==> src/rtl/jk_excitation_pkg.sv <==
// ---------------------------------------------------------------------------
// jk_excitation_pkg
// Shared types and helpers for the JK excitation driver.
//   driverState_t : controller states (IDLE, DRIVE, CHECK)
//   EXC_*         : 2-bit excitation codes, packed as {J,K}
//   jkExcite()    : per-bit excitation for a (current Q, target Q) pair
// Optional feature macro used by the top level: JK_EXCITATION_DRIVER_RETRY_EN
// ---------------------------------------------------------------------------
package jk_excitation_pkg;

    typedef enum logic [1:0] {
        IDLE  = 2'd0,
        DRIVE = 2'd1,
        CHECK = 2'd2
    } driverState_t;

    localparam logic [1:0] EXC_HOLD = 2'b00;
    localparam logic [1:0] EXC_SET  = 2'b10;
    localparam logic [1:0] EXC_RST  = 2'b01;

    // Don't-care cases of the JK excitation table are resolved to the
    // non-toggling choice, so J and K are never both high on one bit.
    function automatic logic [1:0] jkExcite(input logic q, input logic target);
        logic [1:0] code;
        code = EXC_HOLD;
        if (!q && target) begin
            code = EXC_SET;
        end else if (q && !target) begin
            code = EXC_RST;
        end
        return code;
    endfunction

endpackage

==> src/rtl/jk_excite.sv <==
// ---------------------------------------------------------------------------
// jk_excite
// Purely combinational WIDTH-wide JK excitation generator.
// Ports:
//   q      : in  WIDTH  current flop outputs
//   target : in  WIDTH  desired next flop state
//   j      : out WIDTH  J excitations
//   k      : out WIDTH  K excitations
// ---------------------------------------------------------------------------
module jk_excite
    import jk_excitation_pkg::*;
#(
    parameter int WIDTH = 8
) (
    input  logic [WIDTH-1:0] q,
    input  logic [WIDTH-1:0] target,
    output logic [WIDTH-1:0] j,
    output logic [WIDTH-1:0] k
);

    // Each bit is independent; the package function holds the table.
    for (genvar i = 0; i < WIDTH; i++) begin : g_bit
        assign {j[i], k[i]} = jkExcite(q[i], target[i]);
    end

endmodule

==> src/rtl/jk_excitation_driver.sv <==
// ---------------------------------------------------------------------------
// jk_excitation_driver
// Write-side controller for an external bank of WIDTH JK flip-flops sharing
// clk. Accepts a target word over valid/ready, drives J/K for one cycle,
// then checks the bank's feedback one cycle later and pulses done or err.
// Optional macro JK_EXCITATION_DRIVER_RETRY_EN: on a failed check, re-drive
// up to MAX_RETRY more times before reporting err.
// Ports:
//   clk        : in   clock, rising edge
//   reset_n    : in   asynchronous active-low reset
//   tgt_valid  : in   target offered
//   tgt_ready  : out  high exactly when IDLE
//   tgt_data   : in   WIDTH requested final bank state
//   q_fb       : in   WIDTH observed bank outputs
//   j, k       : out  WIDTH registered excitations
//   busy       : out  high whenever not IDLE
//   done, err  : out  one-cycle completion / failure pulses
// ---------------------------------------------------------------------------
module jk_excitation_driver
    import jk_excitation_pkg::*;
#(
    parameter int WIDTH     = 8,
    parameter int MAX_RETRY = 3
) (
    input  logic             clk,
    input  logic             reset_n,
    input  logic             tgt_valid,
    output logic             tgt_ready,
    input  logic [WIDTH-1:0] tgt_data,
    input  logic [WIDTH-1:0] q_fb,
    output logic [WIDTH-1:0] j,
    output logic [WIDTH-1:0] k,
    output logic             busy,
    output logic             done,
    output logic             err
);

    driverState_t     r_state, w_nextState;
    logic [WIDTH-1:0] r_j, r_k, r_tgt;
    logic [WIDTH-1:0] w_nextJ, w_nextK, w_nextTgt;
    logic             r_done, r_err, w_nextDone, w_nextErr;
    logic [WIDTH-1:0] w_excTarget, w_excJ, w_excK;

`ifdef JK_EXCITATION_DRIVER_RETRY_EN
    localparam int RETRY_W = (MAX_RETRY > 0) ? $clog2(MAX_RETRY + 1) : 1;
    localparam logic [RETRY_W-1:0] RETRY_LIMIT = RETRY_W'(MAX_RETRY);
    logic [RETRY_W-1:0] r_retry, w_nextRetry;
`else
    logic w_unused_maxRetry;
    assign w_unused_maxRetry = ^MAX_RETRY;
`endif

    // The handshake computes excitations against the incoming word; a
    // re-drive from CHECK computes them against the captured target.
    assign w_excTarget = (r_state == CHECK) ? r_tgt : tgt_data;

    jk_excite #(.WIDTH(WIDTH)) u_excite (
        .q      (q_fb),
        .target (w_excTarget),
        .j      (w_excJ),
        .k      (w_excK)
    );

    // Next-state and next-register logic. J/K default to zero so they are
    // only non-zero for the single DRIVE cycle following a load.
    always_comb begin
        w_nextState = r_state;
        w_nextJ     = '0;
        w_nextK     = '0;
        w_nextTgt   = r_tgt;
        w_nextDone  = 1'b0;
        w_nextErr   = 1'b0;
`ifdef JK_EXCITATION_DRIVER_RETRY_EN
        w_nextRetry = r_retry;
`endif
        unique case (r_state)
            IDLE: begin
                if (tgt_valid) begin
                    w_nextTgt   = tgt_data;
                    w_nextJ     = w_excJ;
                    w_nextK     = w_excK;
                    w_nextState = DRIVE;
`ifdef JK_EXCITATION_DRIVER_RETRY_EN
                    w_nextRetry = '0;
`endif
                end
            end
            DRIVE: begin
                w_nextState = CHECK;
            end
            CHECK: begin
                if (q_fb == r_tgt) begin
                    w_nextDone  = 1'b1;
                    w_nextState = IDLE;
                end else begin
`ifdef JK_EXCITATION_DRIVER_RETRY_EN
                    if (r_retry < RETRY_LIMIT) begin
                        w_nextRetry = r_retry + RETRY_W'(1);
                        w_nextJ     = w_excJ;
                        w_nextK     = w_excK;
                        w_nextState = DRIVE;
                    end else begin
                        w_nextErr   = 1'b1;
                        w_nextState = IDLE;
                    end
`else
                    w_nextErr   = 1'b1;
                    w_nextState = IDLE;
`endif
                end
            end
            default: begin
                w_nextState = IDLE;
            end
        endcase
    end

    // State and output registers; reset aborts any operation at once.
    always_ff @(posedge clk or negedge reset_n) begin
        if (!reset_n) begin
            r_state <= IDLE;
            r_j     <= '0;
            r_k     <= '0;
            r_tgt   <= '0;
            r_done  <= 1'b0;
            r_err   <= 1'b0;
`ifdef JK_EXCITATION_DRIVER_RETRY_EN
            r_retry <= '0;
`endif
        end else begin
            r_state <= w_nextState;
            r_j     <= w_nextJ;
            r_k     <= w_nextK;
            r_tgt   <= w_nextTgt;
            r_done  <= w_nextDone;
            r_err   <= w_nextErr;
`ifdef JK_EXCITATION_DRIVER_RETRY_EN
            r_retry <= w_nextRetry;
`endif
        end
    end

    assign tgt_ready = (r_state == IDLE);
    assign busy      = (r_state != IDLE);
    assign j         = r_j;
    assign k         = r_k;
    assign done      = r_done;
    assign err       = r_err;

endmodule
==> config.mk <==
export PLATFORM = sky130hd
export DESIGN_NAME = jk_excitation_driver
export DESIGN_NICKNAME = d
export VERILOG_FILES = /design/src/rtl/jk_excitation_pkg.sv /design/src/rtl/jk_excite.sv /design/src/rtl/jk_excitation_driver.sv
export SDC_FILE = /design/constraint.sdc
export NUM_CORES = 1
export LEC_CHECK = 0
export CELL_PAD_IN_SITES_DETAIL_PLACEMENT = 0
export CELL_PAD_IN_SITES_GLOBAL_PLACEMENT = 1
export CORE_MARGIN = 5
export CORE_UTILIZATION = 37
export DETAILED_ROUTE_END_ITERATION = 6
export PLACE_DENSITY_LB_ADDON = 0.1
export SYNTH_ARGS = -nofsm -noshare
export SYNTH_HDL_FRONTEND = slang
export SYNTH_SLANG_ARGS = --single-unit
==> constraint.sdc <==
create_clock -name clk -period 1.85 [get_ports clk]
set_input_delay 0.185 -clock clk [delete_from_list [all_inputs] [get_ports clk]]
set_output_delay 0.185 -clock clk [all_outputs]
set_load 0.005 [all_outputs]
======== Word level (Yosys, flattened, before mapping) ========
Index checks and enable logic that the tools add are counted.
word-level totals
  bits of input ports ..................... 19
  register bits after elaboration ......... 28
operators by class
  eq/ne operators ......................... 4
  reduce and logical (&&, ||, !) cells .... 35
  multiplexer cells ....................... 27
operator list
  cell                  number
  $mux W8               5
  $mux W2               9
  $logic_and A1 B1 Y1   16
  $logic_not A1 Y1      16
  $mux W1               12
  $eq A8 B8 Y1          1
  $pmux W2 S2           1
  $eq A2 B1 Y1 const B  1
  $eq A2 B2 Y1 const B  1
  $logic_not A2 Y1      1
  $ne A2 B2 Y1 const B  1
  $reduce_and A2 Y1     1
  $reduce_bool A2 Y1    1

======== Depth between registers and ports, before layout ========
Gate-level depths: netlist (run 1).
  depth in word-level cells ............... 8
  mapped depth ............................ 4
  depth with buffers taken out ............ 3

======== By module ========
From an unflattened synthesis (run 1), not the netlist that was laid out.
unflattened totals
  cell total of the unflattened synthesis .. 97
  area, all modules ....................... 1318.8 µm²
modules (own cells, without submodules)
  module                area each (µm²)  cells an instance  times used
  jk_excitation_driver  1178.6           81                 1
  jk_excite             140.1            16                 1

======== Worst setup path before layout (run 1) ========
No wires, ideal clock.
  path kind ............................... reg-to-reg
  from .................................... register r_state[1]
  to ...................................... register r_tgt[5]
  stages on the path, launching flop included .. 5
  setup time .............................. 125 ps
  clock period less this slack ............ 1188 ps
  buffers on the path ..................... 1
  slack ................................... 662 ps
  data arrival time ....................... 1063 ps
  data required time ...................... 1725 ps
  cell sequence ........................... dfrtp_1 > nor2_4 > nand2_4 > buf_6 > mux2_4
on the way
  word-level cells in the longest chain between the ends .. 2
RTL lines
  element                      RTL line                     RTL
  start, declared              jk_excitation_driver.sv:38   driverState_t r_state, w_nextState;
  start signal, assigned       jk_excitation_driver.sv:131  r_state <= w_nextState;
  $logic_not A2 Y1             n/a
  named net tgt_ready          jk_excitation_driver.sv:28   output logic tgt_ready,
  $reduce_and A2 Y1 (no line)  n/a
  end signal, assigned         jk_excitation_driver.sv:134  r_tgt <= w_nextTgt;
  end, declared                jk_excitation_driver.sv:39   logic [WIDTH-1:0] r_j, r_k, r_tgt;
The timed path passes the listed nets, and every way through them passes these cells.
A chain may end at the register's enable or synchronous reset.

======== Worst setup path in the final report (run 1) ========
  from .................................... register r_state[1]
  to ...................................... output tgt_ready
on the way
  word-level cells in the longest chain between the ends .. 1
RTL lines
  element           RTL line                     RTL
  $logic_not A2 Y1  jk_excitation_driver.sv:143  assign tgt_ready = (r_state == IDLE);
  end, declared     jk_excitation_driver.sv:28
No other way between the ends.

==> run summary, run 1 <==
Mapped Area: 0.001081 mm2
Max Freq: 0.6121 GHz
commonest cells after routing, fill and taps aside: clkdlybuf4s50_1 (38), dfrtp_1 (28), nor3b_1 (16), xor2_1 (8), mux2_2 (5)
status: finished, final reports clean
worst r2r dst: r_tgt[5]
MaxCap Viol Count: 0
Die Y: 64.05 um
share of layout cells above drive strength 1: 0.1250
RSZ-0062 raised after global routing: no
Final Cycle Share: 0.8830
largest net degree at the start of global routing: 29
input/output buffers: 38
Layout Cells excl Fill: 143
most common cell after layout, fill and taps aside: clkdlybuf4s50_1
final wirelength: 1889 um
power density over the cells: 815.5 mW/mm2
post-CTS setup buffer count: 0
DRT Pass-1 Iters: 2
skew final: 2.255 ps
Routed Antenna Nets: 0
post-synthesis cell type count: 15
Static Leak: 0.6651 nW
Peak VDD IR: 490.0 uV
DRC errors left: 0
asr flop ratio synth: 1.000
worst-path fanout max: 4
clock slew at reported path FFs: 130 ps
number of enable flip-flop cells after synthesis: 0
via/cell ratio: 4.776
DRT iter0 DRCs: 18
Final Hold Fails: 0
FF-to-FF setup slack: 570 ps
Setup crit end kind: output port
Starting Density: 0.3887
Slew Limit Fails: 0
relative slew slack: 0.7653
vias in the first global route: 717
FILL cells: 249
Worst R2R Path Depth: 3
crit path DAT: 1450 ps
DR vias: 683
CTS sink cnt: 28
cts bufs inserted: 3
ANT cells: 0
clk_lat worst skew: 310 ps
CTS root buffer: clkbuf_4
leading area contributor after synthesis: dfrtp_1
Hold Path Class: in -> async
setup_tns: 0 ps
GRT overflow: 0
die span in x: 64.05 um
fin crit period: 1634 ps
Mapped Cells: 72
cts repair resizes: 0
Area Overhead vs Synth: 40.05%
Placed Cells: 140
# nets final: 133
Avg Inst Size Synth: 15.01 um2
initial antenna violation count: 0
Hold WS: 227.3 ps
Clock Tree Buf Depth: 2
Final Setup Violations: 0
gpl congestion: 0.6182
top cell type's share of synthesized area: 0.6481
first-pass GRT wire length: 3194 um
Crit Path Category: reg -> out
syn_nets: 91
cts hold-fix bufs: 0
synth warn: 0
Seq cells post-synth: 28
CTS tree: done
Worst-Margin Slew: 348.8 ps
worst flop-to-flop path startpoint: r_state[1]
WL per Instance: 13.21 um
sequential share of the synthesized area: 0.6481
H-tree depth: 1
Main synth FF type: dfrtp_1
placed cell area: 0.001491 mm2
fin area: 0.001514 mm2
area of the core: 0.002781 mm2
ranking of synthesized cells by area: dfrtp_1 (65%), nor3b_1 (11%), xor2_1 (6.5%)
total track usage: 0.09703
Rows: 19
Setup crit start kind: register
Top-Level Pins: 39
Die Area: 0.004102 mm2
Req. time, crit path: 1660 ps
==> state kept, by name, summed over array words and instances, names as in the netlist <==
signal	cells
err	1
r_state	2
r_tgt	8
j	8
k	8
done	1
==> cells by family (layout without fill, tap and decap cells) <==
group                     Yosys count  count (layout)  share of synthesized area
AOI/OAI and AO/OA                   1               1                   0.004625
DFF                                28              28                     0.6481
muxes                               8               8                    0.09374
buffers and inverters               4              44                    0.02199
and+or+nand+nor                    23              23                     0.1667
xor gates and xnor gates            8               8                    0.06482
==> worst max-delay path, cell delays in order, from the launching register on <==
cell and delay, ps:
dfrtp_1 450, nor2_4 170, clkdlybuf4s50_1 520
==> cell usage after synthesis, types with 2 or more instances <==
master   count
nor4_1       2
xor2_1       8
inv_1        2
nor3b_1     16
mux2_2       5
mux2_4       3
dfrtp_1     28
==> worst max-delay path by stage <==
stage / from / end / slack [ps]
6_report: r_state[1] / tgt_ready / 220
3_5_place_dp: q_fb[0] / done / 360
3_3_place_gp: q_fb[1] / done / 390
5_1_grt: r_state[1] / tgt_ready / 140
4_1_cts: r_state[1] / tgt_ready / 180
2_1_floorplan: r_state[1] / r_tgt[5] / 660
==> per-layer routing <==
| metal | global-route usage | share of wire | up-vias |
|---|---|---|---|
| li1 | - | - | 329 |
| met1 | 0.1168 | 0.43 | 331 |
| met2 | 0.1608 | 0.48 | 21 |
| met3 | 0.02977 | 0.080 | 2 |
| met4 | 0.03896 | 0.0048 | 0 |
| met5 | 0 | 0 | - |
==> layout make-up <==
class / instances / area (um2) / area share
flip-flops and latches: 28 / 700.7 / 0.4628
multi-input cells: 40 / 356.6 / 0.2355
repair buffers: 39 / 387.9 / 0.2562
inverters: 2 / 7.507 / 0.004959
clock buffers: 3 / 22.52 / 0.01488
well taps: 31 / 38.79 / 0.02562
==> per-stage QoR <==
| step | total power, W | util | setup WS [ps] |
|---|---|---|---|
| global route | 0.001309 | 0.5443 | 142.4 |
| CTS | 0.001260 | 0.5443 | 181.3 |
| finish | 0.001235 | 0.5443 | 216.4 |
| detailed placement | 0.001016 | 0.5362 | 357.0 |
| floorplan | 0.0008798 | - | 662.0 |
| global placement | 0.001010 | 0.5362 | 387.6 |
==> power by group <==
group	internal, W	total, W	switching, W	leakage [nW]
logic	0.000172	0.000278	0.000106	0.286
clock network	0.0000761	0.000236	0.000160	0.0138
registers	0.000681	0.000721	0.0000402	0.365
total	0.000928	0.00123	0.000306	0.665
(Power assumes the default switching activity.)
==> run 2: changes to the inputs <==
Settings changed: CORE_MARGIN 5 to 8.
==> run summary, run 2 (same netlist as run 1, synthesis figures left out) <==
status: finished, final reports clean (unchanged)
Setup crit end kind: output port (unchanged)
Hold Path Class: in -> async (unchanged)
Worst R2R Path Depth: 3 (unchanged)
total track usage: 0.09272 (was 0.09703)
H-tree depth: 1 (unchanged)
cts hold-fix bufs: 0 (unchanged)
ANT cells: 0 (unchanged)
cts bufs inserted: 3 (unchanged)
Post-DP HPWL: 1600 um
Int Power: 0.0009289 W (was 0.0009283 W)
most common cell after layout, fill and taps aside: clkdlybuf4s50_1 (unchanged)
final wirelength: 2123 um (was 1889 um)
# nets final: 133 (unchanged)
initial antenna violation count: 0 (unchanged)
setup_tns: 0 ps (unchanged)
Die Y: 70.05 um (was 64.05 um)
vias in the first global route: 804 (was 717)
Multi-input gate area: 356.6 um2 (unchanged)
Routed Antenna Nets: 0 (unchanged)
Crit Path Category: reg -> out (unchanged)
share of layout cells above drive strength 1: 0.1250 (unchanged)
Max Freq: 0.6080 GHz (was 0.6121 GHz)
commonest cells after routing, fill and taps aside: clkdlybuf4s50_1 (38), dfrtp_1 (28), nor3b_1 (16), xor2_1 (8), mux2_2 (5) (unchanged)
RSZ-0062 raised after global routing: no (unchanged)
Area Overhead vs Synth: 40.05% (unchanged)
Die Area: 0.004907 mm2 (was 0.004102 mm2)
clock share of power: 0.193 (was 0.191)
worst-path fanout max: 4 (unchanged)
CP Cell Sequence: nor2_4, clkdlybuf4s50_1 (unchanged)
cts repair resizes: 0 (unchanged)
DR vias: 702 (was 683)
Final Cycle Share: 0.8890 (was 0.8830)
CTS tree: done (unchanged)
DRT iter0 DRCs: 11 (was 18)
pre-CTS WS: 313.6 ps (was 357.0 ps)
first-pass GRT wire length: 3643 um (was 3194 um)
CTS root buffer: clkbuf_4 (unchanged)
power density over the cells: 818.4 mW/mm2 (was 815.5 mW/mm2)
clock slew at reported path FFs: 140 ps (was 130 ps)
clk_lat worst skew: 320 ps (was 310 ps)
skew final: 6.577 ps (was 2.255 ps)
sequential power share: 0.582 (was 0.584)
share of total power in combinational logic: 0.226 (was 0.225)
sw frac: 0.2503 (was 0.2481)
crit path DAT: 1460 ps (was 1450 ps)
input/output buffers: 38 (unchanged)
post-CTS setup buffer count: 0 (unchanged)
fin crit period: 1645 ps (was 1634 ps)
WL per Instance: 14.85 um (was 13.21 um)
Final Power: 0.001239 W (was 0.001235 W)
Slew Limit Fails: 0 (unchanged)
Top-Level Pins: 39 (unchanged)
Final Hold Fails: 0 (unchanged)
Peak VDD IR: 558.5 uV (was 490.0 uV)
DRC errors left: 0 (unchanged)
Starting Density: 0.3920 (was 0.3887)
die span in x: 70.05 um (was 64.05 um)
Final Setup Violations: 0 (unchanged)
worst r2r dst: done (was r_tgt[5])
FILL cells: 248 (was 249)
Psw: 0.0003101 W (was 0.0003063 W)
CP peak stage delay: 530 ps (was 520 ps)
Clock Tree Buf Depth: 2 (unchanged)
Worst-Margin Slew: 367.2 ps (was 348.8 ps)
largest net degree at the start of global routing: 29 (unchanged)
Static Leak: 0.6651 nW (unchanged)
relative slew slack: 0.7529 (was 0.7653)
MaxCap Viol Count: 0 (unchanged)
register area: 700.7 um2 (unchanged)
CP max-delay cell: clkdlybuf4s50_1 (unchanged)
worst flop-to-flop path startpoint: r_tgt[1] (was r_state[1])
via/cell ratio: 4.909 (was 4.776)
CTS sink cnt: 28 (unchanged)
FF-to-FF setup slack: 600 ps (was 570 ps)
area of the core: 0.002758 mm2 (was 0.002781 mm2)
Rows: 19 (unchanged)
Req. time, crit path: 1660 ps (about the same)
Setup crit start kind: register (unchanged)
setup ws final: 205.4 ps (was 216.4 ps)
gpl congestion: 0.6633 (was 0.6182)
DRT Pass-1 Iters: 2 (unchanged)
GRT overflow: 0 (unchanged)
## run 2: area by class of cell
class | instances | share of cell area
flip-flops and latches | 28 | 0.4628
clock buffers | 3 | 0.01488
repair buffers | 39 | 0.2562
well taps | 31 | 0.02562
inverters | 2 | 0.004959
multi-input cells | 40 | 0.2355
## run 2: worst max-delay path by stage
stage / startpoint / end / slack [ps]
4_1_cts: r_state[1] / tgt_ready / 170
3_3_place_gp: q_fb[7] / done / 370
2_1_floorplan: r_state[1] / r_tgt[5] / 660
5_1_grt: r_state[1] / tgt_ready / 140
3_5_place_dp: q_fb[3] / done / 310
6_report: r_state[1] / tgt_ready / 210
## run 2: worst max-delay path, delay by kind of cell, from the launching register on
kind	cells	cell delay, ps
simple gates	1	160
buf+inv	1	530
flops	1	440
## run 2: power by group through the flow
| stage | sequential [W] | combinational [W] | clock (W) |
|---|---|---|---|
| after floorplan | 0.000730 | 0.000149 | 0 |
| after global placement | 0.000732 | 0.000281 | 0 |
| after detailed placement | 0.000734 | 0.000285 | 0 |
| after CTS | 0.000722 | 0.000288 | 0.000256 |
| after global routing | 0.000731 | 0.000311 | 0.000275 |
| final | 0.000721 | 0.000279 | 0.000239 |
## run 2: stage by stage
| step | hold WS [ps] | instance area (um2) | std cells | util |
|---|---|---|---|---|
| after global placement | 507.0 | 1491 | 140 | 0.5408 |
| after floorplan | -110.6 | 1081 | 72 | - |
| after CTS | 217.4 | 1514 | 143 | 0.5490 |
| after global routing | 231.5 | 1514 | 143 | 0.5490 |
| after detailed placement | 514.0 | 1491 | 140 | 0.5408 |
| final | 214.7 | 1514 | 143 | 0.5490 |
## run 2: metal layers
metal,share of wire,global-route usage
met1,0.41,0.1002
met2,0.49,0.1513
met3,0.080,0.04802
met4,0.014,0.03348
met5,0,0
==> run 3: changes to the inputs <==
Settings changed: PLACE_DENSITY from default to 0.83, PLACE_DENSITY_LB_ADDON 0.1 to default.
==> run summary, run 3 (same netlist as run 1, synthesis figures left out) <==
status: finished, final reports clean (unchanged)
Die Y: 70.05 um (unchanged)
Final Setup Violations: 0 (unchanged)
Setup crit end kind: output port (unchanged)
share of layout cells above drive strength 1: 0.1250 (unchanged)
Crit Path Category: reg -> out (unchanged)
DR vias: 682 (was 702)
Static Leak: 0.6651 nW (unchanged)
total track usage: 0.09086 (was 0.09272)
largest net degree at the start of global routing: 29 (unchanged)
most common cell after layout, fill and taps aside: clkdlybuf4s50_1 (unchanged)
Hold WS: 215.5 ps (was 214.7 ps)
cts repair resizes: 0 (unchanged)
relative slew slack: 0.7767 (was 0.7529)
cts bufs inserted: 3 (unchanged)
Worst-Margin Slew: 331.9 ps (was 367.2 ps)
input/output buffers: 38 (unchanged)
placed cell area: 0.001491 mm2 (unchanged)
CP peak stage delay: 530 ps (about the same)
worst flop-to-flop path startpoint: r_state[1] (was r_tgt[1])
Final Hold Fails: 0 (unchanged)
worst-path fanout max: 4 (unchanged)
CTS root buffer: clkbuf_4 (unchanged)
DRT Pass-1 Iters: 3 (was 2)
clk_lat worst skew: 310 ps (was 320 ps)
Top-Level Pins: 39 (unchanged)
CP Cell Sequence: nor2_4, clkdlybuf4s50_1 (unchanged)
first-pass GRT wire length: 3691 um (was 3643 um)
FILL cells: 231 (was 248)
crit path launch: r_state[1] (unchanged)
fin area: 0.001514 mm2 (unchanged)
via/cell ratio: 4.769 (was 4.909)
vias in the first global route: 771 (was 804)
MaxCap Viol Count: 0 (unchanged)
Peak VDD IR: 613.4 uV (was 558.5 uV)
setup_tns: 0 ps (unchanged)
Area Overhead vs Synth: 40.05% (unchanged)
power density over the cells: 820.8 mW/mm2 (was 818.4 mW/mm2)
Final Power: 0.001243 W (was 0.001239 W)
Die Area: 0.004907 mm2 (unchanged)
Routed Antenna Nets: 0 (unchanged)
Setup crit start kind: register (unchanged)
Req. time, crit path: 1660 ps (about the same)
initial antenna violation count: 0 (unchanged)
Post-DP HPWL: 1645 um (was 1600 um)
Starting Density: 0.3920 (unchanged)
Slew Limit Fails: 0 (unchanged)
DRT iter0 DRCs: 17 (was 11)
CTS sink cnt: 28 (unchanged)
CTS tree: done (unchanged)
H-tree depth: 1 (unchanged)
cts hold-fix bufs: 0 (unchanged)
CP max-delay cell: clkdlybuf4s50_1 (unchanged)
register area: 700.7 um2 (unchanged)
Hold Path Class: in -> async (unchanged)
fin crit period: 1650 ps (was 1645 ps)
clock slew at reported path FFs: 140 ps (about the same)
commonest cells after routing, fill and taps aside: clkdlybuf4s50_1 (38), dfrtp_1 (28), nor3b_1 (16), xor2_1 (8), mux2_2 (5) (unchanged)
DRC errors left: 0 (unchanged)
Clock Tree Buf Depth: 2 (unchanged)
post-CTS setup buffer count: 0 (unchanged)
Max Freq: 0.6061 GHz (was 0.6080 GHz)
final wirelength: 2166 um (was 2123 um)
Final Cycle Share: 0.8918 (was 0.8890)
area of the core: 0.002758 mm2 (unchanged)
GRT overflow: 0 (unchanged)
ANT cells: 0 (unchanged)
Worst R2R Path Depth: 3 (unchanged)
# nets final: 133 (unchanged)
crit path DAT: 1460 ps (about the same)
Rows: 19 (unchanged)
Multi-input gate area: 356.6 um2 (unchanged)
die span in x: 70.05 um (unchanged)
WL per Instance: 15.15 um (was 14.85 um)
RSZ-0062 raised after global routing: no (unchanged)
skew final: 1.851 ps (was 6.577 ps)
gpl congestion: 0.6831 (was 0.6633)
-- run 3: cell counts in the layout (fill, tap and decap cells not counted) --
No cell type changed its count.
-- run 3: worst paths after layout --
kind	end	slack, ps
max	tgt_ready	200
min	j[6]	220
max reg2reg	r_tgt[7]	570
min reg2reg	r_tgt[0]	540
max in group asynchronous	k[1]	1380
min in group clk	k[4]	430
-- run 3: through the flow --
step | std cells | worst slack [ps] | utilization
2_1_floorplan | 72 | 662.0 | -
3_3_place_gp | 140 | 355.4 | 0.5408
3_5_place_dp | 140 | 338.8 | 0.5408
4_1_cts | 143 | 176.3 | 0.5490
5_1_grt | 143 | 139.4 | 0.5490
6_report | 143 | 200.2 | 0.5490
-- run 3: layout make-up --
type	count	area share
Tap cell	31	0.02562
Clock buffer	3	0.01488
Timing Repair Buffer	39	0.2562
Inverter	2	0.004959
Multi-Input combinational cell	40	0.2355
Sequential cell	28	0.4628
-- run 3: worst max-delay path: cells and delay by family (launching register included) --
kind | cells | cell delay [ps]
flip-flops | 1 | 450
AND/OR/NAND/NOR | 1 | 180
buffers and inverters | 1 | 530
-- run 3: report_power, final --
part / total [W] / internal [W] / switching, W
clock: 0.000240 / 0.0000762 / 0.000164
combinational: 0.000279 / 0.000172 / 0.000107
sequential: 0.000724 / 0.000681 / 0.0000437
-- run 3: metal layers --
| layer | vias to the layer above | track usage | wire length [um] |
|---|---|---|---|
| met4 | 0 | 0.04688 | 32 |
| li1 | 326 | - | - |
| met1 | 333 | 0.09815 | 886 |
| met2 | 19 | 0.1472 | 1063 |
| met5 | - | 0 | 0 |
| met3 | 4 | 0.03955 | 183 |
